## config.mk

```make
export PLATFORM = sky130hd
export DESIGN_NAME = regwrite_arbiter_flat
export DESIGN_NICKNAME = d
export VERILOG_FILES = /design/src/rtl/regwrite_pkg.sv /design/src/rtl/regwrite_if.sv /design/src/rtl/regwrite_slot.sv /design/src/rtl/regwrite_arbiter.sv /design/src/flat_wrapper.sv
export SDC_FILE = /design/constraint.sdc
export NUM_CORES = 1
export LEC_CHECK = 0
export ABC_AREA = 0
export CORE_UTILIZATION = 57
export CTS_BUF_LIST = sky130_fd_sc_hd__clkbuf_4 sky130_fd_sc_hd__clkbuf_8
export CTS_CLUSTER_SIZE = 14
export DETAILED_ROUTE_END_ITERATION = 10
export PLACE_DENSITY = 0.95
export SLEW_MARGIN = 20
export SYNTH_ARGS = -nofsm -noshare
export SYNTH_HDL_FRONTEND = slang
export SYNTH_SLANG_ARGS = --single-unit
```

## constraint.sdc

```tcl
create_clock -name clk -period 6 [get_ports clk]
set_input_delay 1.2 -clock clk [delete_from_list [all_inputs] [get_ports clk]]
set_output_delay 1.2 -clock clk [all_outputs]
set_load 0.005 [all_outputs]
```

## src/rtl/regwrite_pkg.sv

```systemverilog
// ============================================================================
//  Module      : regwrite_pkg
//  Description : Shared types and constants for the register-file write arbiter.
//  Revision    : 1.0  initial release
// ============================================================================
`default_nettype none

package regwrite_pkg;

    localparam int REGWRITE_DATA_W = 8;
    localparam int REGWRITE_ADDR_W = 2;

    localparam logic SRC_ALU = 1'b0;
    localparam logic SRC_MEM = 1'b1;

    typedef enum logic [0:0] {
        CLEAR = 1'b0,
        RUN   = 1'b1
    } state_t;

endpackage : regwrite_pkg

`default_nettype wire

```

## src/rtl/regwrite_if.sv

```systemverilog
// ============================================================================
//  Module      : regwrite_if
//  Description : Requester handshakes plus register-file write port bundle.
//  Revision    : 1.0  initial release
// ============================================================================
`default_nettype none

interface regwrite_if #(
    parameter int DATA_W = 8,
    parameter int ADDR_W = 2
);
    logic              clear;
    logic              alu_valid;
    logic              alu_ready;
    logic [ADDR_W-1:0] alu_reg;
    logic [DATA_W-1:0] alu_data;
    logic              mem_valid;
    logic              mem_ready;
    logic [ADDR_W-1:0] mem_reg;
    logic [DATA_W-1:0] mem_data;
    logic              reg_write;
    logic [ADDR_W-1:0] write_reg;
    logic [DATA_W-1:0] write_data;
    logic              grant;
    logic              busy;

    modport master (
        output clear, alu_valid, alu_reg, alu_data, mem_valid, mem_reg, mem_data,
        input  alu_ready, mem_ready, reg_write, write_reg, write_data, grant, busy
    );

    modport slave (
        input  clear, alu_valid, alu_reg, alu_data, mem_valid, mem_reg, mem_data,
        output alu_ready, mem_ready, reg_write, write_reg, write_data, grant, busy
    );
endinterface : regwrite_if

`default_nettype wire

```

## src/rtl/regwrite_slot.sv

```systemverilog
// ============================================================================
//  Module      : regwrite_slot
//  Description : One-entry holding buffer (target, data, age stamp) per requester.
//  Revision    : 1.0  initial release
// ============================================================================
`default_nettype none

module regwrite_slot #(
    parameter int DATA_W = 8,
    parameter int ADDR_W = 2
) (
    input  wire logic              clk,
    input  wire logic              rst,
    input  wire logic              load,
    input  wire logic              drain,
    input  wire logic              flush,
    input  wire logic [ADDR_W-1:0] load_reg,
    input  wire logic [DATA_W-1:0] load_data,
    input  wire logic              load_age,
    output logic                   full,
    output logic      [ADDR_W-1:0] slot_reg,
    output logic      [DATA_W-1:0] slot_data,
    output logic                   slot_age
);

    logic              r_full;
    logic [ADDR_W-1:0] r_reg;
    logic [DATA_W-1:0] r_data;
    logic              r_age;

    // A load in the same cycle as a drain refills the slot, so load wins.
    always_ff @(posedge clk or posedge rst) begin
        if (rst) begin
            r_full <= 1'b0;
            r_reg  <= '0;
            r_data <= '0;
            r_age  <= 1'b0;
        end else if (flush) begin
            r_full <= 1'b0;
        end else if (load) begin
            r_full <= 1'b1;
            r_reg  <= load_reg;
            r_data <= load_data;
            r_age  <= load_age;
        end else if (drain) begin
            r_full <= 1'b0;
        end
    end

    assign full      = r_full;
    assign slot_reg  = r_reg;
    assign slot_data = r_data;
    assign slot_age  = r_age;

endmodule : regwrite_slot

`default_nettype wire

```

## src/rtl/regwrite_arbiter.sv

```systemverilog
// ============================================================================
//  Module      : regwrite_arbiter
//  Description : Arbitrates ALU and load writes onto one register-file port and
//                sequences a full-file clear after reset or on request.
//  Revision    : 1.0  initial release
// ============================================================================
`default_nettype none

module regwrite_arbiter
    import regwrite_pkg::*;
#(
    parameter int DATA_W = REGWRITE_DATA_W,
    parameter int ADDR_W = REGWRITE_ADDR_W,
    parameter int NREG   = 1 << REGWRITE_ADDR_W
) (
    input wire logic clk,
    input wire logic rst,
    regwrite_if.slave bus
);

    localparam logic [ADDR_W-1:0] c_last_reg = ADDR_W'(NREG - 1);

    state_t            r_state;
    logic [ADDR_W-1:0] r_cnt;
    logic              r_age;
    logic              r_rr;
    logic              r_busy;
    logic              r_reg_write;
    logic [ADDR_W-1:0] r_write_reg;
    logic [DATA_W-1:0] r_write_data;
    logic              r_grant;

    logic              w_alu_full, w_mem_full;
    logic [ADDR_W-1:0] w_alu_reg,  w_mem_reg;
    logic [DATA_W-1:0] w_alu_data, w_mem_data;
    logic              w_alu_age,  w_mem_age;
    logic              w_accept_ok;
    logic              w_do_write;
    logic              w_sel;
    logic              w_rr_step;
    logic              w_alu_drain, w_mem_drain;
    logic              w_alu_ready, w_mem_ready;
    logic [ADDR_W-1:0] w_sel_reg;
    logic [DATA_W-1:0] w_sel_data;

    // Busy lags the state by one cycle so requesters stay held off until
    // the final clear write has left the output stage.
    assign w_accept_ok = (r_state == RUN) && !r_busy && !bus.clear;
    assign w_do_write  = (r_state == RUN) && !bus.clear && (w_alu_full || w_mem_full);

    always_comb begin
        w_sel     = SRC_ALU;
        w_rr_step = 1'b0;
        if (w_mem_full && !w_alu_full) begin
            w_sel = SRC_MEM;
        end else if (w_alu_full && w_mem_full) begin
            // Stamps differ by at most one tick; the older one matches the
            // current toggle value.
            if (w_alu_age != w_mem_age) begin
                w_sel = (w_alu_age == r_age) ? SRC_ALU : SRC_MEM;
            end else if (w_alu_reg != w_mem_reg) begin
                w_sel     = r_rr;
                w_rr_step = 1'b1;
            end
        end
    end

    assign w_alu_drain = w_do_write && (w_sel == SRC_ALU);
    assign w_mem_drain = w_do_write && (w_sel == SRC_MEM);
    assign w_alu_ready = w_accept_ok && (!w_alu_full || w_alu_drain);
    assign w_mem_ready = w_accept_ok && (!w_mem_full || w_mem_drain);
    assign w_sel_reg   = (w_sel == SRC_MEM) ? w_mem_reg  : w_alu_reg;
    assign w_sel_data  = (w_sel == SRC_MEM) ? w_mem_data : w_alu_data;

    regwrite_slot #(.DATA_W(DATA_W), .ADDR_W(ADDR_W)) u_alu_slot (
        .clk       (clk),
        .rst       (rst),
        .load      (bus.alu_valid && w_alu_ready),
        .drain     (w_alu_drain),
        .flush     (bus.clear),
        .load_reg  (bus.alu_reg),
        .load_data (bus.alu_data),
        .load_age  (r_age),
        .full      (w_alu_full),
        .slot_reg  (w_alu_reg),
        .slot_data (w_alu_data),
        .slot_age  (w_alu_age)
    );

    regwrite_slot #(.DATA_W(DATA_W), .ADDR_W(ADDR_W)) u_mem_slot (
        .clk       (clk),
        .rst       (rst),
        .load      (bus.mem_valid && w_mem_ready),
        .drain     (w_mem_drain),
        .flush     (bus.clear),
        .load_reg  (bus.mem_reg),
        .load_data (bus.mem_data),
        .load_age  (r_age),
        .full      (w_mem_full),
        .slot_reg  (w_mem_reg),
        .slot_data (w_mem_data),
        .slot_age  (w_mem_age)
    );

    always_ff @(posedge clk or posedge rst) begin
        if (rst) begin
            r_state      <= CLEAR;
            r_cnt        <= '0;
            r_age        <= 1'b0;
            r_rr         <= SRC_ALU;
            r_busy       <= 1'b1;
            r_reg_write  <= 1'b0;
            r_write_reg  <= '0;
            r_write_data <= '0;
            r_grant      <= SRC_ALU;
        end else begin
            r_age  <= ~r_age;
            r_busy <= (r_state == CLEAR) || bus.clear;
            if (bus.clear) begin
                r_state     <= CLEAR;
                r_cnt       <= '0;
                r_reg_write <= 1'b0;
            end else if (r_state == CLEAR) begin
                r_reg_write  <= 1'b1;
                r_write_reg  <= r_cnt;
                r_write_data <= '0;
                r_grant      <= SRC_ALU;
                r_cnt        <= r_cnt + 1'b1;
                if (r_cnt == c_last_reg) begin
                    r_state <= RUN;
                end
            end else if (w_do_write) begin
                r_reg_write  <= 1'b1;
                r_write_reg  <= w_sel_reg;
                r_write_data <= w_sel_data;
                r_grant      <= w_sel;
                if (w_rr_step) begin
                    r_rr <= ~r_rr;
                end
            end else begin
                r_reg_write <= 1'b0;
            end
        end
    end

    assign bus.alu_ready  = w_alu_ready;
    assign bus.mem_ready  = w_mem_ready;
    assign bus.reg_write  = r_reg_write;
    assign bus.write_reg  = r_write_reg;
    assign bus.write_data = r_write_data;
    assign bus.grant      = r_grant;
    assign bus.busy       = r_busy;

endmodule : regwrite_arbiter

`default_nettype wire

```

## src/flat_wrapper.sv

```systemverilog
// flat-port wrapper written by rule: the top's interface ports become plain ports
module regwrite_arbiter_flat import regwrite_pkg::*;
#(
    parameter int DATA_W = REGWRITE_DATA_W,
    parameter int ADDR_W = REGWRITE_ADDR_W,
    parameter int NREG   = 1 << REGWRITE_ADDR_W
)
  (clk, rst, bus_clear, bus_alu_valid, bus_alu_reg, bus_alu_data, bus_mem_valid, bus_mem_reg, bus_mem_data, bus_alu_ready, bus_mem_ready, bus_reg_write, bus_write_reg, bus_write_data, bus_grant, bus_busy);
  regwrite_if #(.DATA_W(DATA_W), .ADDR_W(ADDR_W)) bus_i ();
  input wire logic clk;
  input wire logic rst;
  input wire logic [$bits(bus_i.clear)-1:0] bus_clear;
  input wire logic [$bits(bus_i.alu_valid)-1:0] bus_alu_valid;
  input wire logic [$bits(bus_i.alu_reg)-1:0] bus_alu_reg;
  input wire logic [$bits(bus_i.alu_data)-1:0] bus_alu_data;
  input wire logic [$bits(bus_i.mem_valid)-1:0] bus_mem_valid;
  input wire logic [$bits(bus_i.mem_reg)-1:0] bus_mem_reg;
  input wire logic [$bits(bus_i.mem_data)-1:0] bus_mem_data;
  output wire logic [$bits(bus_i.alu_ready)-1:0] bus_alu_ready;
  output wire logic [$bits(bus_i.mem_ready)-1:0] bus_mem_ready;
  output wire logic [$bits(bus_i.reg_write)-1:0] bus_reg_write;
  output wire logic [$bits(bus_i.write_reg)-1:0] bus_write_reg;
  output wire logic [$bits(bus_i.write_data)-1:0] bus_write_data;
  output wire logic [$bits(bus_i.grant)-1:0] bus_grant;
  output wire logic [$bits(bus_i.busy)-1:0] bus_busy;
  assign bus_i.clear = bus_clear;
  assign bus_i.alu_valid = bus_alu_valid;
  assign bus_i.alu_reg = bus_alu_reg;
  assign bus_i.alu_data = bus_alu_data;
  assign bus_i.mem_valid = bus_mem_valid;
  assign bus_i.mem_reg = bus_mem_reg;
  assign bus_i.mem_data = bus_mem_data;
  assign bus_alu_ready = bus_i.alu_ready;
  assign bus_mem_ready = bus_i.mem_ready;
  assign bus_reg_write = bus_i.reg_write;
  assign bus_write_reg = bus_i.write_reg;
  assign bus_write_data = bus_i.write_data;
  assign bus_grant = bus_i.grant;
  assign bus_busy = bus_i.busy;
  regwrite_arbiter #(.DATA_W(DATA_W), .ADDR_W(ADDR_W), .NREG(NREG)) u_core (.clk(clk), .rst(rst), .bus(bus_i));
endmodule
```

# [Yosys cells after proc, flatten, opt, wreduce, memory -nomap -nowiden]
# Cells that the tools add are included.
[word_totals] in_bits=25 reg_bits=42 output_inout_bits=15
[classes] muxes=31 bitwise=5 n_reduce_logical=26 n_addsub=1 n_eq_ne=6
[op_table] operator="two-way mux 8 bit" count=3
[op_table] operator="two-way mux 1 bit" count=23
[op_table] operator="logical AND 1 bit" count=12
[op_table] operator="two-way mux 2 bit" count=5
[op_table] operator="AND reduction 2 bit" count=3
[op_table] operator="nonzero test 3 bit" count=2
[op_table] operator="inverter 1 bit" count=5
[op_table] operator="logical NOT 1 bit" count=4
[op_table] operator="logical OR 1 bit" count=4
[op_table] operator="!= test 2 bit, second input constant" count=2
[op_table] operator="AND reduction 4 bit" count=1
[op_table] operator="adder 2 x 1 -> 2 bit, second input constant" count=1
[op_table] operator="== test 2 bit, second input constant" count=1
[op_table] operator="!= test 2 bit" count=1
[op_table] operator="== test 1 bit" count=1
[op_table] operator="!= test 1 bit" count=1

# [Longest topological paths before layout]
[depth] depth_word=12 ltp_mapped=8 depth_no_buf=6

# [Modules after synthesis]
# From an unflattened synthesis, not the netlist that was laid out.
[unflattened] hier_cells=144 hier_area_um2=1948.1
[modules_own_cells] module="regwrite_slot" n_inst=2 seq_area_each_um2=300.3 area_each_um2=514.2 cells_each=29
[modules_own_cells] module="regwrite_arbiter" n_inst=1 seq_area_each_um2=451.7 area_each_um2=919.6 cells_each=86

# [Worst setup path after synthesis]
# Ideal clock, no wire load.
[synth_path] path_type="input -> output" from="input bus_clear" to="output bus_alu_ready" setup_slack_ns=2.695 path_stages=5 t_required_ns=4.800 arrival_time_ns=2.105 n_path_buf=1 path_cell_list="buf_2 > nor2b_1 > inv_1 > nor2_1 > o31a_1"
[synth_between] elab_chain_len=6
[synth_rtl] element="from (decl)" line_no="flat_wrapper.sv:12" source="input wire logic [$bits(bus_i.clear)-1:0] bus_clear;"
[synth_rtl] element="logical NOT 1 bit *" line_no="regwrite_arbiter.sv:48, regwrite_arbiter.sv:49"
[synth_rtl] element="logical AND 1 bit (2 in series)" line_no="regwrite_arbiter.sv:49" source="assign w_do_write = (r_state == RUN) && !bus.clear && (w_alu_full || w_mem_full);"
[synth_rtl] element="logical AND 1 bit" line_no="regwrite_arbiter.sv:68" source="assign w_alu_drain = w_do_write && (w_sel == SRC_ALU);"
[synth_rtl] element="logical OR 1 bit" line_no="regwrite_arbiter.sv:70" source="assign w_alu_ready = w_accept_ok && (!w_alu_full || w_alu_drain);"
[synth_rtl] element="logical AND 1 bit *" line_no="regwrite_arbiter.sv:70"
[synth_rtl] element="to (decl)" line_no="flat_wrapper.sv:19" source="output wire logic [$bits(bus_i.alu_ready)-1:0] bus_alu_ready;"
# Mark *: on every way between the ends. The rest lies on a longest branch, timed or not.

# [Worst setup path after layout]
# Ends and elaborated chain as after synthesis.

==> metrics.md <==
| Metric | Value |
|---|---|
| Worst Setup Path Type | `in -> out` |
| Tmin final | `4.45 ns` |
| DPL Wire Length | `2980 um` |
| Post-cts resize count | `0` |
| Min-delay worst type | `reg -> reg` |
| Cell count after synthesis | `approximately 160` |
| Sink Count | `42` |
| DRT antenna net count | `0` |
| Status | `completed` |
| Leakage | `~1.1 nW` |
| Critical path cell sequence | `clkdlybuf4s50_1 -> nor2b_1 -> inv_1 -> nor2_1 -> o31a_1 -> clkdlybuf4s50_1` |
| Post-synthesis register bit count | `42` |
| Crit-path slowest cell | `clkdlybuf4s50_1` |
| Int Power | `between 400 and 500 uW` |
| IO Count | `40` |
| Number of buffers created by CTS | `5` |
| Most used cell, CP | `clkdlybuf4s50_1` |
| PwrDens | `roughly 240 nW/um^2` |
| Drt total wl | `4240 um` |
| Critical path's top delay family | `buffers and inverters` |
| Starting Density | `62.0%` |
| Setup Fix Bufs, Post-CTS | `0` |
| CP arrival | `around 3.3 ns` |
| Clock transition at the registers of the reported paths | `around 0.12 ns` |
| RSZ-0062 raised after global routing | `no` |
| Core area | `3150 sq um` |
| Leading post-synthesis cells by cell area | `dfrtp_1 52%, mux2_4 6.9%, mux2_1 4.0%, mux2_2 4.0%, inv_1 3.8%` |
| Mapped Area | `about 2000 sq um` |
| Fin util | `between 70 and 80%` |
| Net Sw Power | `between 100 and 150 uW` |
| Total power | `between 500 and 600 uW` |
| Fin. Hold Viols | `0` |
| Die extent in x | `between 60 and 70 um` |
| Tcrit/Tclk final | `between 70 and 80%` |
| Worst vdd ir | `~0.16 mV` |
| Layout cells sized above 1 | `17.0%` |
| Initial antenna violation count | `0` |
| Fill count | `around 200` |
| Clock buffer depth | `2` |
| Endpoints failing setup | `0` |
| Via count of the first global-routing pass | `around 1400` |
| Die height | `just over 60 um` |
| Drt drc | `0` |
| First-pass detailed-route iteration total | `4` |
| Setup Skew | `roughly 0.011 ns` |
| Asr flop ratio synth | `100%` |
| Largest net degree at the start of global routing | `43` |
| Die Area | `between 3000 and 4000 sq um` |
| Vias per cell | `between 5 and 6` |
| Htree depth | `2` |
| Most common library cells after synthesis | `41 x dfrtp_1, 20 x inv_1, 14 x nand2_1` |
| Most common cell in the synthesized netlist | `dfrtp_1` |
| Cell taking the most area after synthesis | `dfrtp_1` |
| Critical path required time | `around 4.8 ns` |
| Avg WL per Cell | `about 17 um` |
| All-Layer GR Usage | `between 20 and 30%` |
| CTS tree | `done` |
| Sequential power share | `54.5%` |
| Worst skew pair latency | `0.37 ns` |
| Area grow syn2layout | `25.4%` |
| Syn Nets | `185` |
| Root Buffer | `clkbuf_4` |
| CP Capture Type | `output pin` |
| Max incr delay on CP | `between 0.5 and 0.6 ns` |
| Max-slew violations | `0` |
| Nets | `between 200 and 250` |
| Synth top area share | `about 52%` |
| Total gr overflow | `0` |
| Worst Setup Start Kind | `input pin` |
| Via count | `1387` |
| TNS Setup | `0 ns` |
| Fmax | `225 MHz` |
| Yosys warnings | `0` |
| Sw Share | `about 25%` |
| Max cap viols | `0` |
| Number of synthesized flops with an enable pin | `0` |
| # hold bufs at CTS | `0` |
| Slew HR | `a little over a third` |
| Synth cell types | `39` |
| Buffers plus inverters on the worst setup path | `3` |
| Main synth FF type | `dfrtp_1` |
| Port bufs | `39` |
| Synthesized area per cell | `12.3 sq um` |
| GPL Wtd Cong | `about 0.76` |
| First-pass GRT wire length | `a little under 7000 um` |
| Worst-margin pin slew | `~0.96 ns` |
| Clk pwr share | `between 30% and 40%` |
| Register area share after synthesis | `53.8%` |
| Std cell rows | `20` |
| Initial DRC count | `just over 60` |
| Ant. Diodes | `0` |
| Crit-path max FO | `9` |
| Logic pwr share | `12.9%` |
-- cell families after synthesis --
| family | share of synthesized area [%] |
|---|---|
| compound gates | 13.3 |
| xor+xnor | 2.62 |
| fa+ha+maj | 0.640 |
| buf+inv | 6.02 |
| flops | 53.8 |
| mux | 15.5 |
| simple gates | 8.13 |
-- layout make-up --
type	instances	area (sq um)	share of cell area, %
clock buffer	6	51.3	2.09
clock inverter	1	30.0	1.23
inverter	21	78.8	3.22
multi-input combinational	90	785	32.0
sequential	42	1050	43.0
tap	44	55.1	2.25
timing repair buffer	40	398	16.2
-- routing by layer --
metal | vias to the layer above | wire, um | track usage (%)
met5 | - | 0 | 0
li1 | 632 | - | -
met2 | 49 | 2200 | 45.2
met3 | 9 | 224 | 7.68
met4 | 0 | 85 | 9.42
met1 | 697 | 1730 | 34.6
-- worst reg2reg max path: cells and delay by family (launching register included) --
| family | cells | cell delay [ns] |
|---|---|---|
| compound gates | 2 | 1.18 |
| xor+xnor | 1 | 0.24 |
| flops | 1 | 0.47 |
| mux | 1 | 0.44 |
| simple gates | 1 | 0.11 |
-- through the flow --
| stage | hold WS, ns | std cells | cell area [sq um] | setup WS, ns |
|---|---|---|---|---|
| after floorplan | 0.443 | 159 | 1950 | 2.70 |
| after global placement | 0.460 | 237 | 2370 | 1.72 |
| after detailed placement | 0.481 | 237 | 2370 | 1.60 |
| after CTS | 0.502 | 244 | 2450 | 1.57 |
| after global routing | 0.507 | 244 | 2450 | 1.45 |
| final | 0.505 | 244 | 2450 | 1.55 |
-- power groups by stage --
stage | clock, mW | sequential (mW) | combinational [mW]
floorplan | 0 | 0.314 | 0.0437
global placement | 0 | 0.318 | 0.0711
detailed placement | 0 | 0.320 | 0.0751
CTS | 0.191 | 0.315 | 0.0756
global route | 0.204 | 0.317 | 0.0823
finish | 0.188 | 0.315 | 0.0748
-- cell usage in the layout, fill, tap and decap left out, types with 2 or more instances in the layout --
cell	instances
a21oi_1	2
clkbuf_4	5
clkdlybuf4s50_1	39
dfrtp_1	41
inv_1	20
mux2_1	7
mux2_2	7
mux2_4	9
nand2_1	14
nand3_1	3
nor2_1	7
nor3b_1	2
o2111ai_1	4
o211ai_1	2
o21ai_0	2
o221ai_1	8
xor2_1	4
-- path summary, 6_finish.rpt --
| check | start | end | slack [ns] | cells past startpoint |
|---|---|---|---|---|
| worst max-delay path | bus_clear | bus_alu_ready | 1.55 | 6 |
| worst min-delay path | u_core.r_rr | u_core.r_rr | 0.50 | 1 |
| worst max register to register | u_core.u_mem_slot.slot_age | u_core.u_mem_slot.slot_data[7] | 3.45 | 5 |
| worst min register to register | u_core.r_rr | u_core.r_rr | 0.50 | 1 |
| max in group asynchronous | rst | u_core.bus.busy | 4.38 | 3 |
| min in group asynchronous | rst | u_core.u_mem_slot.slot_age | 1.25 | 3 |
Power figures use the tool's default switching activity.
